[config.mk]
export PLATFORM = sky130hd
export DESIGN_NAME = rr_arbiter_4
export DESIGN_NICKNAME = d
export VERILOG_FILES = /design/src/rtl/rr_arbiter_4.sv
export SDC_FILE = /design/constraint.sdc
export NUM_CORES = 1
export LEC_CHECK = 0
export BUFFER_PORTS_ARGS = -buffer_cell sky130_fd_sc_hd__buf_2
export CELL_PAD_IN_SITES_DETAIL_PLACEMENT = 1
export CELL_PAD_IN_SITES_GLOBAL_PLACEMENT = 2
export CORE_MARGIN = 3
export CORE_UTILIZATION = 25
export CTS_CLUSTER_DIAMETER = 200
export DETAILED_ROUTE_END_ITERATION = 10
export PLACE_DENSITY_LB_ADDON = 0.3
export REMOVE_ABC_BUFFERS = 1
export SYNTH_ARGS = -nofsm -noshare
export SYNTH_HDL_FRONTEND = slang
export SYNTH_SLANG_ARGS = --single-unit
[constraint.sdc]
create_clock -name clk -period 2 [get_ports clk]
set_input_delay 0 -clock clk [delete_from_list [all_inputs] [get_ports clk]]
set_output_delay 0 -clock clk [all_outputs]
set_load 0.05 [all_outputs]
[src/rtl/rr_arbiter_4.sv]
// rtl/rr_arbiter_4.sv - 4-way round-robin arbiter with registered one-hot grant
// Optional hold timeout enabled by defining HOLD_TIMEOUT_EN.
module rr_arbiter_4 #(
    parameter int TIMEOUT = 8
) (
    input  logic       clk,
    input  logic       rst_n,
    input  logic [3:0] req,
    output logic [3:0] gnt,
    output logic [1:0] gnt_id,
    output logic       valid,
    output logic       expired
);

    typedef enum logic {
        IDLE = 1'b0,
        BUSY = 1'b1
    } state_t;

    state_t     state_q, state_d;
    logic [3:0] gnt_q, gnt_d;
    logic [1:0] gnt_id_q, gnt_id_d;
    logic [1:0] last_q, last_d;
    logic [3:0] arb_req;
    logic [1:0] winner;
    logic [1:0] scan_idx;
    logic       found;

`ifdef HOLD_TIMEOUT_EN
    localparam int CW = $clog2(TIMEOUT + 1);
    localparam logic [CW-1:0] HOLD_MAX   = CW'(TIMEOUT);
    localparam logic [CW-1:0] HOLD_LIMIT = CW'(TIMEOUT - 1);

    logic [CW-1:0] hold_cnt_q, hold_cnt_d;
    logic          expired_q, expired_d;
    logic          timeout_hit;

    // Counter reads TIMEOUT-1 during the holder's TIMEOUT-th granted cycle.
    assign timeout_hit = (hold_cnt_q >= HOLD_LIMIT);
`endif

    // The holder is masked out; it only competes again once it has released.
    assign arb_req = req & ~gnt_q;

    always_comb begin
        winner   = last_q;
        found    = 1'b0;
        scan_idx = last_q;
        for (int k = 1; k <= 4; k++) begin
            scan_idx = last_q + 2'(k);
            if (!found && arb_req[scan_idx]) begin
                winner = scan_idx;
                found  = 1'b1;
            end
        end
    end

    always_comb begin
        state_d  = state_q;
        gnt_d    = gnt_q;
        gnt_id_d = gnt_id_q;
        last_d   = last_q;
`ifdef HOLD_TIMEOUT_EN
        hold_cnt_d = hold_cnt_q;
        expired_d  = 1'b0;
`endif
        case (state_q)
            IDLE: begin
                if (|req) begin
                    state_d  = BUSY;
                    gnt_d    = 4'b0001 << winner;
                    gnt_id_d = winner;
                    last_d   = winner;
`ifdef HOLD_TIMEOUT_EN
                    hold_cnt_d = '0;
`endif
                end
            end
            BUSY: begin
                if (!(|req)) begin
                    state_d = IDLE;
                    gnt_d   = 4'b0000;
                end else if (!req[gnt_id_q]) begin
                    gnt_d    = 4'b0001 << winner;
                    gnt_id_d = winner;
                    last_d   = winner;
`ifdef HOLD_TIMEOUT_EN
                    hold_cnt_d = '0;
                end else if (timeout_hit && (|arb_req)) begin
                    gnt_d      = 4'b0001 << winner;
                    gnt_id_d   = winner;
                    last_d     = winner;
                    hold_cnt_d = '0;
                    expired_d  = 1'b1;
                end else if (hold_cnt_q != HOLD_MAX) begin
                    hold_cnt_d = hold_cnt_q + CW'(1);
`endif
                end
            end
            default: begin
                state_d = IDLE;
                gnt_d   = 4'b0000;
            end
        endcase
    end

    always_ff @(posedge clk or negedge rst_n) begin
        if (!rst_n) begin
            state_q  <= IDLE;
            gnt_q    <= 4'b0000;
            gnt_id_q <= 2'd0;
            last_q   <= 2'd3;
`ifdef HOLD_TIMEOUT_EN
            hold_cnt_q <= '0;
            expired_q  <= 1'b0;
`endif
        end else begin
            state_q  <= state_d;
            gnt_q    <= gnt_d;
            gnt_id_q <= gnt_id_d;
            last_q   <= last_d;
`ifdef HOLD_TIMEOUT_EN
            hold_cnt_q <= hold_cnt_d;
            expired_q  <= expired_d;
`endif
        end
    end

    assign gnt    = gnt_q;
    assign gnt_id = gnt_id_q;
    assign valid  = (state_q == BUSY);
`ifdef HOLD_TIMEOUT_EN
    assign expired = expired_q;
`else
    assign expired = 1'b0;
`endif

endmodule

==> results of run 1 <==
-- per-stage QoR --
step / setup WS (ns) / area (um^2) / hold WS [ns] / instances
after floorplan: 0.0483 / 509 / -0.296 / 46
after global placement: 0.339 / 601 / -0.136 / 83
after detailed placement: 0.318 / 601 / -0.135 / 83
after CTS: 0.300 / 657 / 0.118 / 90
after global routing: 0.222 / 657 / 0.131 / 90
final: 0.292 / 657 / 0.114 / 90
-- state kept, by name (all words and copies together) (netlist names) --
signal  count
gnt_id      2
last_q      2
valid       1
gnt         4
-- worst max path at each step --
stage                     startpoint         to  slack [ns]
after global routing       gnt_id[1]     gnt[3]        0.22
after CTS                  gnt_id[1]     gnt[3]        0.30
final                      gnt_id[1]     gnt[3]        0.29
after global placement     gnt_id[1]  gnt_id[0]        0.34
after floorplan            gnt_id[1]  gnt_id[0]        0.05
after detailed placement   gnt_id[1]     gnt[3]        0.32
-- worst max-delay path: stages, from the launching register on --
cell and delay, ns:
dfrtp_1 0.39, mux4_2 0.50, a21o_1 0.35, a211oi_2 0.26
a32o_1 0.15
-- cells in the final DEF (no fill, tap or decap), types with 3 or more instances in the layout --
cell type,count
dfrtp_1,7
nand3_1,3
nand2b_1,3
a21oi_1,3
dlygate4sd3_1,3
clkbuf_4,3
inv_1,4
buf_2,12
a21o_1,3
-- synth_stat cells, types with 3 or more instances --
master,count
nand2b_1,3
inv_1,4
a21oi_1,3
dfrtp_1,7
a21o_1,3
nand3_1,3
-- report_power, final --
group	switching [W]	total [W]	internal (W)
Clock	0.0000689	0.000146	0.0000773
Sequential	0.0000766	0.000351	0.000274
Combinational	0.000421	0.000667	0.000245
-- metal layers --
layer	routed length [um]	vias up
li1	-	217
met1	708	214
met2	504	12
met3	48	2
met4	29	0
met5	0	-
-- what timing repair did --
item | CTS | global route
endpoints found under the hold margin | 10 | 0
buffers inserted | 0 | 0
hold buffers | 3 | 0
-- final cells by class --
| cell class | count | area [um^2] | share of cell area [%] |
|---|---|---|---|
| Clock buffer | 4 | 26.3 | 4.00 |
| Inverter | 4 | 15.0 | 2.29 |
| Multi-Input combinational cell | 33 | 267 | 40.6 |
| Sequential cell | 9 | 228 | 34.7 |
| Tap cell | 25 | 31.3 | 4.76 |
| Timing Repair Buffer | 15 | 90.1 | 13.7 |
-- kinds of logic after synthesis --
logic type | count (synthesis) | share of synthesized area, %
other | 1 | 0.710
multiplexers | 3 | 9.95
flip-flops | 9 | 43.1
AND/OR/NAND/NOR | 11 | 12.6
AO/OA/AOI/OAI | 18 | 27.2
buffers and inverters | 6 | 6.40
==> flow_metrics.env, run 1 <==
export IMPL_outcome="completed"
export IMPL_ys_seq_area_share_pct=43.1
export IMPL_syn_to_final_growth_pct=24.4
export IMPL_initial_core_util_pct=28.4
export IMPL_ant_nets=0
export IMPL_drt_iter0_drc=9
export IMPL_drive_above_1_share_pct=35.4
export IMPL_r2r_cells=4
export IMPL_start_kind="register"
export IMPL_fp_dieW_um=52.0
export IMPL_p_total_w=0.00116
export IMPL_fmax_ghz=0.585
export IMPL_synth_edf_count=0
export IMPL_r2r_end="gnt[3]"
export IMPL_yosys_area_top_type="dfrtp_1"
export IMPL_ys_ff_latch=9
export IMPL_path_class="reg -> reg"
export IMPL_synth_top_cell_area_share_pct=33.2
export IMPL_rsz0062_at_grt="false"
export IMPL_synth_flop_cell="dfrtp_1"
export IMPL_firstDrtPassIters=4
export IMPL_synthArstFlopShare_pct=100
export IMPL_root_buffer="clkbuf_4"
export IMPL_hold_path_class="in -> async"
export IMPL_gr_max_usage_layer="met1"
export IMPL_grt_start_max_net_pins=13
export IMPL_tritoncts="yes"
export IMPL_p_leak_nw=0.296
export IMPL_coreArea_um2=1860
export IMPL_ys_types=23
export IMPL_wire_per_inst_um=14.3
export IMPL_required_ns=2.21
export IMPL_vdd_ir_drop_max_uv=883
export IMPL_powerDensity_nw_per_um2=1770
export IMPL_use_met2_pct=14.9
export IMPL_io_pin_count=14
export IMPL_grt_use_met3_pct=1.72
export IMPL_ys_top_cells_by_area="dfrtp_1 33%, dfstp_2 10%, mux2_4 5.7%"
export IMPL_hold_viol_final=0
export IMPL_die_area_um2=2700
export IMPL_cp_arrival_ns=1.91
export IMPL_crit_path_end_kind="register"
export IMPL_route_vias_total=445
export IMPL_setup_tns_ns=0
export IMPL_fin_nets=72
export IMPL_synth_area_um2=528
export IMPL_skew_ns=0.000469
export IMPL_antenna_found_initial=0
export IMPL_clock_sink_count=9
export IMPL_cts_path_max_buffers=2
export IMPL_h_tree_depth=1
export IMPL_clkLatencyLatePin_ns=0.27
export IMPL_syn_instance_count=48
export IMPL_syn_area_per_cell_um2=11.0
export IMPL_fin_util_pct=35.4
export IMPL_use_met1_pct=16.2
export IMPL_vias_per_cell=4.94
export IMPL_rows=15
export IMPL_grtUsageTotal_pct=10.8
export IMPL_drt_total_wl_um=1290
export IMPL_nFillCells=223
export IMPL_cap_violations=0
export IMPL_grt_pass1_vias=457
export IMPL_post_route_drc_count=0
export IMPL_yosys_warnings=0
export IMPL_maxSlewViolCount=0
export IMPL_grt_pass1_wl_um=2130
export IMPL_r2r_start="gnt_id[1]"
export IMPL_worstPathMaxFanout=12
export IMPL_rrSetupSlack_ns=0.29
export IMPL_die_h_um=52.0
export IMPL_grt_ovfl_total=0
export IMPL_finalSetupViolCount=0
export IMPL_ctsResizeCount=0
export IMPL_numCtsBuffers=3
export IMPL_path_clk_slew_ns=0.06
export IMPL_dpl_hpwl_um=1000
export IMPL_finalCriticalPeriod_ns=1.71
export IMPL_place_gp_congestion=0.790
export IMPL_fin_crit_sh_pct=85.4
export IMPL_numPortBuffers=12
export IMPL_num_antenna_cells=0
Note: power is estimated with default switching activity, not from simulation.
==> run 2, diff against run 1 <==
--- a/config.mk
+++ b/config.mk
@@ -5,6 +5,7 @@
 export SDC_FILE = /design/constraint.sdc
 export NUM_CORES = 1
 export LEC_CHECK = 0
+export ABC_AREA = 1
 export BUFFER_PORTS_ARGS = -buffer_cell sky130_fd_sc_hd__buf_2
 export CELL_PAD_IN_SITES_DETAIL_PLACEMENT = 1
 export CELL_PAD_IN_SITES_GLOBAL_PLACEMENT = 2
==> flow_metrics.env, run 2 <==
export IMPL_largest_reg_flops=4
export IMPL_yosys_warnings=0
export IMPL_syn_to_final_growth_pct=17.4
export IMPL_numCtsBuffers=3
export IMPL_numPortBuffers=12
export IMPL_setup_tns_ns=0
export IMPL_ys_types=19
export IMPL_post_route_drc_count=0
export IMPL_wire_per_inst_um=12.5
export IMPL_clock_sink_count=9
export IMPL_cts_path_max_buffers=2
export IMPL_grtUsageTotal_pct=11.5
export IMPL_grt_pass1_wl_um=2930
export IMPL_r2r_end="gnt[3]"
export IMPL_rsz0062_at_grt="false"
export IMPL_vias_per_cell=4.76
export IMPL_place_gp_congestion=0.896
export IMPL_crit_path_end_kind="register"
export IMPL_clkLatencyLatePin_ns=0.27
export IMPL_worstPathMaxFanout=8
export IMPL_fmax_ghz=0.591
export IMPL_drt_iter0_drc=9
export IMPL_layout_commonest_cell="nand2_1"
export IMPL_yosys_area_top_type="dfrtp_1"
export IMPL_fin_ws_ns=0.308
export IMPL_synthArstFlopShare_pct=100
export IMPL_drt_total_wl_um=1750
export IMPL_place_inst=135
export IMPL_outcome="completed"
export IMPL_synth_common_cells="35 x nand2_1, 14 x nand3_1, 8 x nand2_2, 7 x dfrtp_1"
export IMPL_num_antenna_cells=0
export IMPL_final_cell_mix="35 x nand2_1, 14 x nand3_1, 12 x buf_2, 8 x nand2_2, 7 x dfrtp_1"
export IMPL_ys_top_cells_by_area="dfrtp_1 26%, nand2_1 20%, nand3_1 11%"
export IMPL_cap_violations=0
export IMPL_ant_nets=0
export IMPL_die_h_um=57.7
export IMPL_synth_flop_cell="dfrtp_1"
export IMPL_maxSlewViolCount=0
export IMPL_nFillCells=337
export IMPL_startpoint="last_q[0]"
export IMPL_tritoncts="yes"
export IMPL_syn_instance_count=95
export IMPL_coreArea_um2=2500
export IMPL_ys_seq_area_share_pct=34.1
export IMPL_ys_ff_latch=9
export IMPL_firstDrtPassIters=4
export IMPL_stdcell_area_um2=783
export IMPL_fin_crit_sh_pct=84.6
export IMPL_grt_start_max_net_pins=10
export IMPL_grt_ovfl_total=0
export IMPL_root_buffer="clkbuf_4"
export IMPL_finalSetupViolCount=0
export IMPL_die_area_um2=3320
export IMPL_syn_area_per_cell_um2=7.02
export IMPL_h_tree_depth=1
export IMPL_path_class="reg -> reg"
export IMPL_critPathCapture="gnt[3]"
export IMPL_antenna_found_initial=0
export IMPL_skew_ns=0.00199
export IMPL_drive_above_1_share_pct=34.5
export IMPL_rrSetupSlack_ns=0.31
export IMPL_synth_top_cell_area_share_pct=26.3
export IMPL_path_clk_slew_ns=0.07
export IMPL_r2r_start="last_q[0]"
export IMPL_fin_nets=117
export IMPL_finalCriticalPeriod_ns=1.69
export IMPL_fp_dieW_um=57.7
export IMPL_cp_arrival_ns=1.85
export IMPL_route_vias_total=666
export IMPL_dpl_hpwl_um=1450
export IMPL_synth_edf_count=0
export IMPL_hold_viol_final=0
export IMPL_required_ns=2.16
export IMPL_synth_area_um2=667
export IMPL_io_pin_count=14
export IMPL_grt_pass1_vias=641
export IMPL_initial_core_util_pct=26.7
export IMPL_r2r_cells=11
export IMPL_cts_setup_buffers=0
export IMPL_routed_top_layer="met4"
export IMPL_dr_wl_met3_um=70
export IMPL_place_ws_ns=0.321
export IMPL_yosysMostFrequentCell="nand2_1"
export IMPL_placed_cell_area_um2=746
export IMPL_wl_met1_um=845
export IMPL_start_kind="register"
export IMPL_final_cells=140
export IMPL_dr_wl_met2_um=791
export IMPL_hold_path_class="in -> reg"
export IMPL_rows=18
run 2: layer usage:
layer,global-route usage [%],up-vias
met2,17.9,16
met3,2.00,5
li1,-,336
met1,15.2,309
met4,5.96,0
met5,0,-
run 2: cells by family (layout without fill, tap and decap cells):
logic type,count (synthesis),count (layout),share of synthesized area [%]
compound gates,5,5,4.69
buf+inv,11,26,9.01
flops,9,9,34.1
other cells,1,1,0.562
simple gates,69,69,51.6
run 2: repair_timing:
action	4_1_cts	5_1_grt
gates resized for setup	0	0
setup endpoints to repair	0	0
hold buffers	1	0
endpoints found under the hold margin	9	0
run 2: stage by stage:
step                hold WS (ns)  util (%)
floorplan                 -0.296         -
global placement          -0.137      29.8
detailed placement        -0.134      29.8
CTS                       0.0116      31.3
global route              0.0302      31.3
finish                    0.0129      31.3
run 2: worst max-delay path, cell delays in order (launching register included):
cell     delay (ns)
dfstp_2        0.65
nand3_1        0.17
nand2_1        0.14
nand2_1        0.06
nand2_1        0.09
nand3_2        0.08
nand2_1        0.08
nand2_2        0.07
nand2_2        0.10
inv_2          0.04
nand2_1        0.06
nand2_1        0.04
run 2: worst min-delay path by stage:
stage	start	end	slack [ns]	cells after the start
floorplan	rst_n	gnt[0]	-0.30	0
global placement	rst_n	gnt[2]	-0.14	1
detailed placement	rst_n	gnt[2]	-0.13	1
CTS	req[0]	valid	0.01	3
global route	req[0]	valid	0.03	3
finish	req[0]	valid	0.01	3
run 2: cell type report:
| type | instances | area, um^2 | area share [%] |
|---|---|---|---|
| inverters | 9 | 41.3 | 5.27 |
| clock buffers | 3 | 22.5 | 2.88 |
| repair buffers | 13 | 70.1 | 8.95 |
| multi-input cells | 75 | 379 | 48.4 |
| well taps | 30 | 37.5 | 4.79 |
| flip-flops and latches | 9 | 228 | 29.1 |
| clock inverters | 1 | 5.00 | 0.639 |
Power of run 2 is left out: the tool's default activity adds up to more than one toggle a clock period on the data nets, which glitch-free logic cannot reach.
